<file path="src/rtl/flash_pattern_gen.sv">
// flash_pattern_gen
//   Lag-test pattern generator that sits behind the video timing generator.
//   Alternates black DARK frames with FLASH frames that carry a centred box.
//   Emits a one-cycle flash_start marker on the first active pixel of every
//   FLASH frame. Sync and DE are carried through the same two-stage pipeline
//   as the colour, so every output lags its input by exactly two clocks.
//
//   Optional build macro FLASH_PATTERN_BORDER_EN: when defined, the outermost
//   active pixels of DARK and FLASH frames are drawn in grey (24'h404040).
//   The box keeps priority over the border.
//
// Ports
//   clock, reset_n            pixel clock, asynchronous active-low reset
//   enable                    run pattern (sampled on frame_tick only)
//   dark_frames, flash_frames phase lengths in frames (0 behaves as 1)
//   h_active, v_active        active size of the current mode
//   vsync_pol                 active level of vsync_in
//   visible_x, visible_y      pixel position from the timing generator
//   hsync_in, vsync_in, de_in sync and data enable from the timing generator
//   rgb                       pixel colour {R,G,B}
//   hsync_out, vsync_out      syncs delayed by two clocks
//   de_out                    data enable delayed by two clocks
//   flash_start               first de_out pixel of a FLASH frame
//   phase                     0 IDLE, 1 DARK, 2 FLASH
module flash_pattern_gen #(
  parameter logic [11:0] BOX_W   = 12'd64,
  parameter logic [11:0] BOX_H   = 12'd64,
  parameter logic [23:0] BOX_RGB = 24'hFFFFFF
) (
  input  logic        clock,
  input  logic        reset_n,
  input  logic        enable,
  input  logic [7:0]  dark_frames,
  input  logic [7:0]  flash_frames,
  input  logic [11:0] h_active,
  input  logic [11:0] v_active,
  input  logic        vsync_pol,
  input  logic [11:0] visible_x,
  input  logic [11:0] visible_y,
  input  logic        hsync_in,
  input  logic        vsync_in,
  input  logic        de_in,
  output logic [23:0] rgb,
  output logic        hsync_out,
  output logic        vsync_out,
  output logic        de_out,
  output logic        flash_start,
  output logic [1:0]  phase
);

  typedef enum logic [1:0] {
    ST_IDLE  = 2'd0,
    ST_DARK  = 2'd1,
    ST_FLASH = 2'd2
  } state_e;

  state_e      state_q, state_d;
  logic [7:0]  cnt_q, cnt_d;
  logic        vs_prev_q, vs_prev_d;
  logic        flag_q, flag_d;

  logic        hs1_q, hs1_d, vs1_q, vs1_d, de1_q, de1_d, in_box1_q, in_box1_d;
  logic [23:0] rgb_q, rgb_d;
  logic        hs2_q, hs2_d, vs2_q, vs2_d, de2_q, de2_d, fs_q, fs_d;

  logic        frame_tick_s;
  logic [7:0]  dark_last_s, flash_last_s;
  logic [11:0] x0_s, y0_s, x1_s, y1_s;
  logic        box_fits_s, in_box_s;

`ifdef FLASH_PATTERN_BORDER_EN
  logic        border_s;
  logic        border1_q, border1_d;
`endif

  // Frame tick and box geometry, all combinational on the current inputs.
  always_comb begin
    frame_tick_s = (vsync_in == vsync_pol) && (vs_prev_q != vsync_pol);
    // Index of the last frame in each phase; a length of 0 counts as 1.
    dark_last_s  = (dark_frames  == 8'd0) ? 8'd0 : (dark_frames  - 8'd1);
    flash_last_s = (flash_frames == 8'd0) ? 8'd0 : (flash_frames - 8'd1);
    x0_s = (h_active - BOX_W) >> 1;
    y0_s = (v_active - BOX_H) >> 1;
    x1_s = x0_s + BOX_W;
    y1_s = y0_s + BOX_H;
    // An oversized box would wrap the subtraction above, so suppress it.
    box_fits_s = (BOX_W <= h_active) && (BOX_H <= v_active);
    in_box_s   = box_fits_s &&
                 (visible_x >= x0_s) && (visible_x < x1_s) &&
                 (visible_y >= y0_s) && (visible_y < y1_s);
`ifdef FLASH_PATTERN_BORDER_EN
    border_s = (visible_x == 12'd0) || (visible_x == (h_active - 12'd1)) ||
               (visible_y == 12'd0) || (visible_y == (v_active - 12'd1));
`endif
  end

  // Phase state machine; it only moves on frame_tick so frames never tear.
  always_comb begin
    state_d = state_q;
    cnt_d   = cnt_q;
    if (frame_tick_s) begin
      case (state_q)
        ST_IDLE: begin
          if (enable) begin
            state_d = ST_DARK;
            cnt_d   = 8'd0;
          end else begin
            state_d = ST_IDLE;
          end
        end
        ST_DARK: begin
          if (!enable) begin
            state_d = ST_IDLE;
          end else if (cnt_q >= dark_last_s) begin
            state_d = ST_FLASH;
            cnt_d   = 8'd0;
          end else begin
            cnt_d = cnt_q + 8'd1;
          end
        end
        ST_FLASH: begin
          if (!enable) begin
            state_d = ST_IDLE;
          end else if (cnt_q >= flash_last_s) begin
            state_d = ST_DARK;
            cnt_d   = 8'd0;
          end else begin
            cnt_d = cnt_q + 8'd1;
          end
        end
        default: begin
          state_d = ST_IDLE;
          cnt_d   = 8'd0;
        end
      endcase
    end else begin
      state_d = state_q;
    end
  end

  // First-pixel flag: armed for each FLASH frame, consumed by the first
  // stage-2 pixel with DE. Arming wins when both happen in one cycle.
  always_comb begin
    vs_prev_d = vsync_in;
    fs_d      = de1_q && flag_q;
    if (frame_tick_s && (state_d == ST_FLASH)) begin
      flag_d = 1'b1;
    end else if (de1_q && flag_q) begin
      flag_d = 1'b0;
    end else begin
      flag_d = flag_q;
    end
  end

  // Stage 1 captures sync/DE and the position compares; stage 2 picks colour.
  always_comb begin
    hs1_d     = hsync_in;
    vs1_d     = vsync_in;
    de1_d     = de_in;
    in_box1_d = in_box_s;
`ifdef FLASH_PATTERN_BORDER_EN
    border1_d = border_s;
`endif
    hs2_d = hs1_q;
    vs2_d = vs1_q;
    de2_d = de1_q;
    rgb_d = 24'h000000;
    if (!de1_q) begin
      rgb_d = 24'h000000;
    end else if ((state_q == ST_FLASH) && in_box1_q) begin
      rgb_d = BOX_RGB;
`ifdef FLASH_PATTERN_BORDER_EN
    end else if ((state_q != ST_IDLE) && border1_q) begin
      rgb_d = 24'h404040;
`endif
    end else begin
      rgb_d = 24'h000000;
    end
  end

  // All state and pipeline registers.
  always_ff @(posedge clock or negedge reset_n) begin
    if (!reset_n) begin
      state_q   <= ST_IDLE;
      cnt_q     <= 8'd0;
      vs_prev_q <= 1'b0;
      flag_q    <= 1'b0;
      hs1_q     <= 1'b0;
      vs1_q     <= 1'b0;
      de1_q     <= 1'b0;
      in_box1_q <= 1'b0;
`ifdef FLASH_PATTERN_BORDER_EN
      border1_q <= 1'b0;
`endif
      rgb_q     <= 24'h000000;
      hs2_q     <= 1'b0;
      vs2_q     <= 1'b0;
      de2_q     <= 1'b0;
      fs_q      <= 1'b0;
    end else begin
      state_q   <= state_d;
      cnt_q     <= cnt_d;
      vs_prev_q <= vs_prev_d;
      flag_q    <= flag_d;
      hs1_q     <= hs1_d;
      vs1_q     <= vs1_d;
      de1_q     <= de1_d;
      in_box1_q <= in_box1_d;
`ifdef FLASH_PATTERN_BORDER_EN
      border1_q <= border1_d;
`endif
      rgb_q     <= rgb_d;
      hs2_q     <= hs2_d;
      vs2_q     <= vs2_d;
      de2_q     <= de2_d;
      fs_q      <= fs_d;
    end
  end

  assign rgb         = rgb_q;
  assign hsync_out   = hs2_q;
  assign vsync_out   = vs2_q;
  assign de_out      = de2_q;
  assign flash_start = fs_q;
  assign phase       = state_q;

endmodule
</file>
<file path="config.mk">
export PLATFORM = sky130hd
export DESIGN_NAME = flash_pattern_gen
export DESIGN_NICKNAME = d
export VERILOG_FILES = /design/src/rtl/flash_pattern_gen.sv
export SDC_FILE = /design/constraint.sdc
export NUM_CORES = 1
export LEC_CHECK = 0
export CAP_MARGIN = 30
export CORE_ASPECT_RATIO = 1.5
export CORE_MARGIN = 2
export CORE_UTILIZATION = 50
export CTS_CLUSTER_DIAMETER = 100
export DETAILED_ROUTE_END_ITERATION = 8
export PLACE_DENSITY_LB_ADDON = 0.05
export SYNTH_ARGS = -nofsm -noshare
export SYNTH_HDL_FRONTEND = slang
export SYNTH_SLANG_ARGS = --single-unit
</file>
<file path="constraint.sdc">
create_clock -name clock -period 3.1 [get_ports clock]
set_input_delay 0.62 -clock clock [delete_from_list [all_inputs] [get_ports clock]]
set_output_delay 0.62 -clock clock [all_outputs]
set_load 0.02 [all_outputs]
</file>
# Yosys cells after proc, flatten, opt, wreduce, memory -nomap -nowiden
# Index checks and enable logic that the tools add are counted.
# totals
regBits	43
inputBits	71
# op_classes
n_addsub	7
order_cmp	8
n_eq_ne	8
mux	19
reduce_logical	14
# op_table
cell	n
$mux 8	7
$mux 24	2
$add 11x7->12 const B	2
$ge 12x11->1	2
$le 7x12->1 const A	2
$lt 12x12->1	2
$pmux 8 s3	1
$sub 12x7->12 const B	2
$ge 8x8->1	2
$logic_not 8->1	2
$sub 8x1->8 const B	2
$mux 2	5
$logic_and 1x1->1	9
$add 8x1->8 const B	1
$ne 2x2->1 const B	3
$pmux 2 s3	1
$eq 2x2->1 const B	2
$reduce_and 4->1	1
$mux 1	3
$eq 2x1->1 const B	1
$logic_not 2->1	1
$reduce_bool 2->1	1
$eq 1x1->1	1
$ne 1x1->1	1

# Longest topological paths before layout
# depth
ltp_word	10
depth_mapped	13

# Worst setup path before layout
# Ideal clock, no wire load.
# synth_timing
kind	input to register
from	input flash_frames[0]
to	register flag_q
setup_ns	0.121
t_arrival_ns	3.174
required_time_ns	2.979
setup_slack_ns	-0.195
stages	12
cell_sequence	inv_1 > ha_1 > nand2_1 > or3_1 > or3_1 > and2_1 > ha_1 > nand2b_1 > a21oi_2 > o311a_4 > o2111a_2 > a32o_2
# synth_via
elab_chain_len	10
word_cells_on_any_way	12
cone_classes	add/sub (1); order compare (1); eq/ne (1); mux (6); reduce/logical (3)
# synth_lines
element	line_no	source
from (decl)	34	input logic [7:0] flash_frames,
$sub 8x1->8 or $logic_not 8->1 (tied branches)	81	flash_last_s = (flash_frames == 8'd0) ? 8'd0 : (flash_frames - 8'd1);
$mux 8 (*)	81	
$ge 8x8->1 (*)	124	end else if (cnt_q >= flash_last_s) begin
$mux 2 (*)	124	
$mux 2 (*)	122	if (!enable) begin
$pmux 2 s3 (*)	102	case (state_q)
$mux 2 (*)	101	if (frame_tick_s) begin
$eq 2x2->1 (*)	146	if (frame_tick_s && (state_d == ST_FLASH)) begin
$logic_and 1x1->1 (*)	146	
$mux 1 or $reduce_bool 2->1 (tied branches)	n/a	
to (signal assigned)	204	flag_q <= flag_d;
to (decl)	60	logic flag_q, flag_d;
# Mark *: on every way between the ends. The rest lies on a longest branch, timed or not.
# A chain may end at the register's enable or synchronous reset.

# Worst setup path after layout
# Same ends and word-level chain as after synthesis.

==> out/metrics.yaml <==
run_status:
  status: "finished, violations left"
  violations: "negative setup slack"
drt:
  drc_errors: 0
  vias_per_cell: 5.47
  routed-via-count: 3100
  avgRoutedWirePerCell_um: 14.9
  ant_nets: 0
  drt_wl_total_um: 8450
  dr.first_iter.drc_count: 74
  dr.pass1.iters: 4
critical_path:
  cpMaxStageDelayCell: "or3_4"
  crit_start: "flash_frames[0]"
  r2r_end: "cnt_q[7]$_DFFE_PN0P_"
  cp.arrival_ns: 3.29
  setup.reg_to_reg.worst_slack_ns: 0.79
  worstPathRequired_ns: 3.25
  endpoint: "flag_q$_DFFE_PN0P_"
  rr_startpoint: "cnt_q[2]$_DFFE_PN0P_"
  reg2regPathDepth: 7
  worstSetupStartpointType: "input pin"
  path_cells: "buf_8 -> clkinv_8 -> ha_4 -> nand2_2 -> or3_4 -> or3_4 -> and2_4 -> ha_4 -> nand2b_4 -> a21oi_4 -> o311a_4 -> o2111a_2 -> a32o_2"
  critical_path_class: "in -> reg"
  end_kind: "flip-flop"
  slowest_delay_ns: 0.44
  crit_fanout: 6
grt:
  gr-total-overflow: 0
  grt_pass1_wl_um: 13400
  track_usage_pct: 25.3
  antenna_found_initial: 0
  grt_max_degree: 25
  grt_pass1_vias: 3197
logic_synthesis:
  synth_seq_area_share_pct: 16.8
  syn_area_mm2: 0.00299
  synth_ff_type: "dfrtp_1"
  syn_avg_cell_area_um2: 8.44
  ys_types: 60
  synthCells: 354
  ys_ff_latch: 20
  yosys_warnings: 0
  synthArstFlopShare_pct: 100
  synth_nets: 488
  synth_edf_count: 0
power_and_ir_drop:
  finalPower_w: 0.00103
  power_per_cell_area_mw_per_mm2: 217
  ir_drop_uv: 130
  leakage_nw: 2.20
layout:
  area_delta_synth_final_pct: 59.4
  diodes: 0
  layout.area.seq_um2: 500
  final_area_mm2: 0.00476
  fin_nets: 631
  final_common_cell: "clkdlybuf4s50_1"
  drive_above_1_share_pct: 27.3
  multiInputGateArea_mm2: 0.00249
  n_fill_cell: 398
  final_cell_mix: "87 x clkdlybuf4s50_1, 60 x buf_4, 53 x ha_1"
clock_network:
  cts_buffer_depth: 2
  cts_tree: "done"
  clkLatencyLatePin_ns: 0.25
  clkTransAtPathRegs_ns: 0.07
  cts_made_buffers: 3
  h-tree-depth: 1
  clock-sinks: 20
  cts_root_buf: "clkbuf_8"
sta:
  tns_ns: -0.0523
  finalCritPeriodShare_pct: 101
  worst_slack_ns: -0.0407
  slew_violations: 0
  finalHoldViolCount: 0
  fin_skew_ns: 0.00570
  setup_viol: 2
  period_minus_slack_ns: 3.14
  relSlewSlack_pct: 39.5
  whs_ns: 0.358
  worst_slew_pin_slew_ns: 0.905
  fmax_ghz: 0.318
  rsz0062_at_grt: "yes"
placed_design:
  port_buffers: 100
  dp_hpwl_um: 6710
  pre_cts_ws_ns: -0.757
  postPlaceCellArea_mm2: 0.00442
  gp_congestion: 0.877
job:
  cap_violations: 0
worst_hold_path:
  hp-class: "reg -> reg"
floorplanning:
  fp.dieW_um: 67.1
  pin_count: 101
  die_y_um: 98.7
  dieArea_mm2: 0.00662
  core_mm2: 0.00579
  start_util_pct: 51.6
  row_count: 34
==> worst max-delay path, delay by kind of cell <==
| kind | cells | cell delay, ns |
|---|---|---|
| simple gates | 5 | 1.18 |
| compound gates | 4 | 0.96 |
| fa+ha+maj | 2 | 0.37 |
| buf+inv | 2 | 0.15 |
==> logic make-up (layout without fill, tap and decap cells) <==
logic type	count (synthesis)	count (layout)	synth area share (%)
multiplexers	3	3	1.05
AND/OR/NAND/NOR	114	114	19.9
buffers and inverters	61	202	10.8
flip-flops	20	20	16.8
AO/OA/AOI/OAI	74	74	19.5
adder cells (fa/ha/maj)	63	63	26.4
XOR/XNOR	19	19	5.57
==> report_power, final <==
group	internal [W]	switching, W
Clock	0.0000863	0.0000800
Sequential	0.000271	0.0000121
Combinational	0.000312	0.000271
==> metrics by stage <==
step	std cells	utilization [%]
finish	567	82.3
global route	567	82.3
CTS	565	80.3
detailed placement	557	76.4
global placement	557	76.4
floorplan	354	-
==> how the worst min path moves through the flow <==
stage,from,end,cells past startpoint,slack [ns]
6_report,hs1_q$_DFF_PN0_,hsync_out$_DFF_PN0_,0,0.36
5_1_grt,hs1_q$_DFF_PN0_,hsync_out$_DFF_PN0_,0,0.37
4_1_cts,hs1_q$_DFF_PN0_,hsync_out$_DFF_PN0_,0,0.37
3_5_place_dp,hs1_q$_DFF_PN0_,hsync_out$_DFF_PN0_,0,0.34
3_3_place_gp,hs1_q$_DFF_PN0_,hsync_out$_DFF_PN0_,0,0.33
2_1_floorplan,reset_n,cnt_q[0]$_DFFE_PN0P_,0,0.32
==> cell type report <==
type	count	share of cell area [%]
inverters	37	3.55
flip-flops and latches	20	10.5
repair buffers	162	30.8
multi-input cells	273	52.4
clock buffers	3	0.867
well taps	72	1.89
==> Yosys cell counts (7+ instances only) <==
cell,number,area [um2]
xnor2_1,11,96.3
inv_1,37,139
nand3_1,7,35.0
nor2_1,16,60.1
nor3b_1,7,52.6
nand2_1,34,128
a21oi_1,12,60.1
o21ai_0,11,55.1
dfrtp_1,20,500
nor3_1,10,50.1
buf_4,23,173
ha_1,63,788
o211ai_1,7,52.6
xor2_1,8,70.1
==> state kept, by name, summed over array words and instances (netlist names) <==
register     count
rgb              1
flag_q           1
vsync_out        1
in_box1_q        1
hs1_q            1
de_out           1
de1_q            1
hsync_out        1
flash_start      1
cnt_q            8
phase            2
vs1_q            1
==> metal layers <==
layer	part of all wire [%]	routed length, um	GRT usage [%]
met1	35	2960	25.4
met2	59	5000	50.6
met3	2.5	212	1.94
met4	3.4	286	9.89
met5	0	0	0
==> what timing repair did <==
| item | in CTS | in global routing |
|---|---|---|
| setup buffers | 5 | 2 |
| pin swaps | 26 | 18 |
| endpoints found under the setup margin | 12 | 12 |
| gates resized for setup | 63 | 30 |
| hold buffers | 0 | 0 |
(Power assumes the default switching activity.)
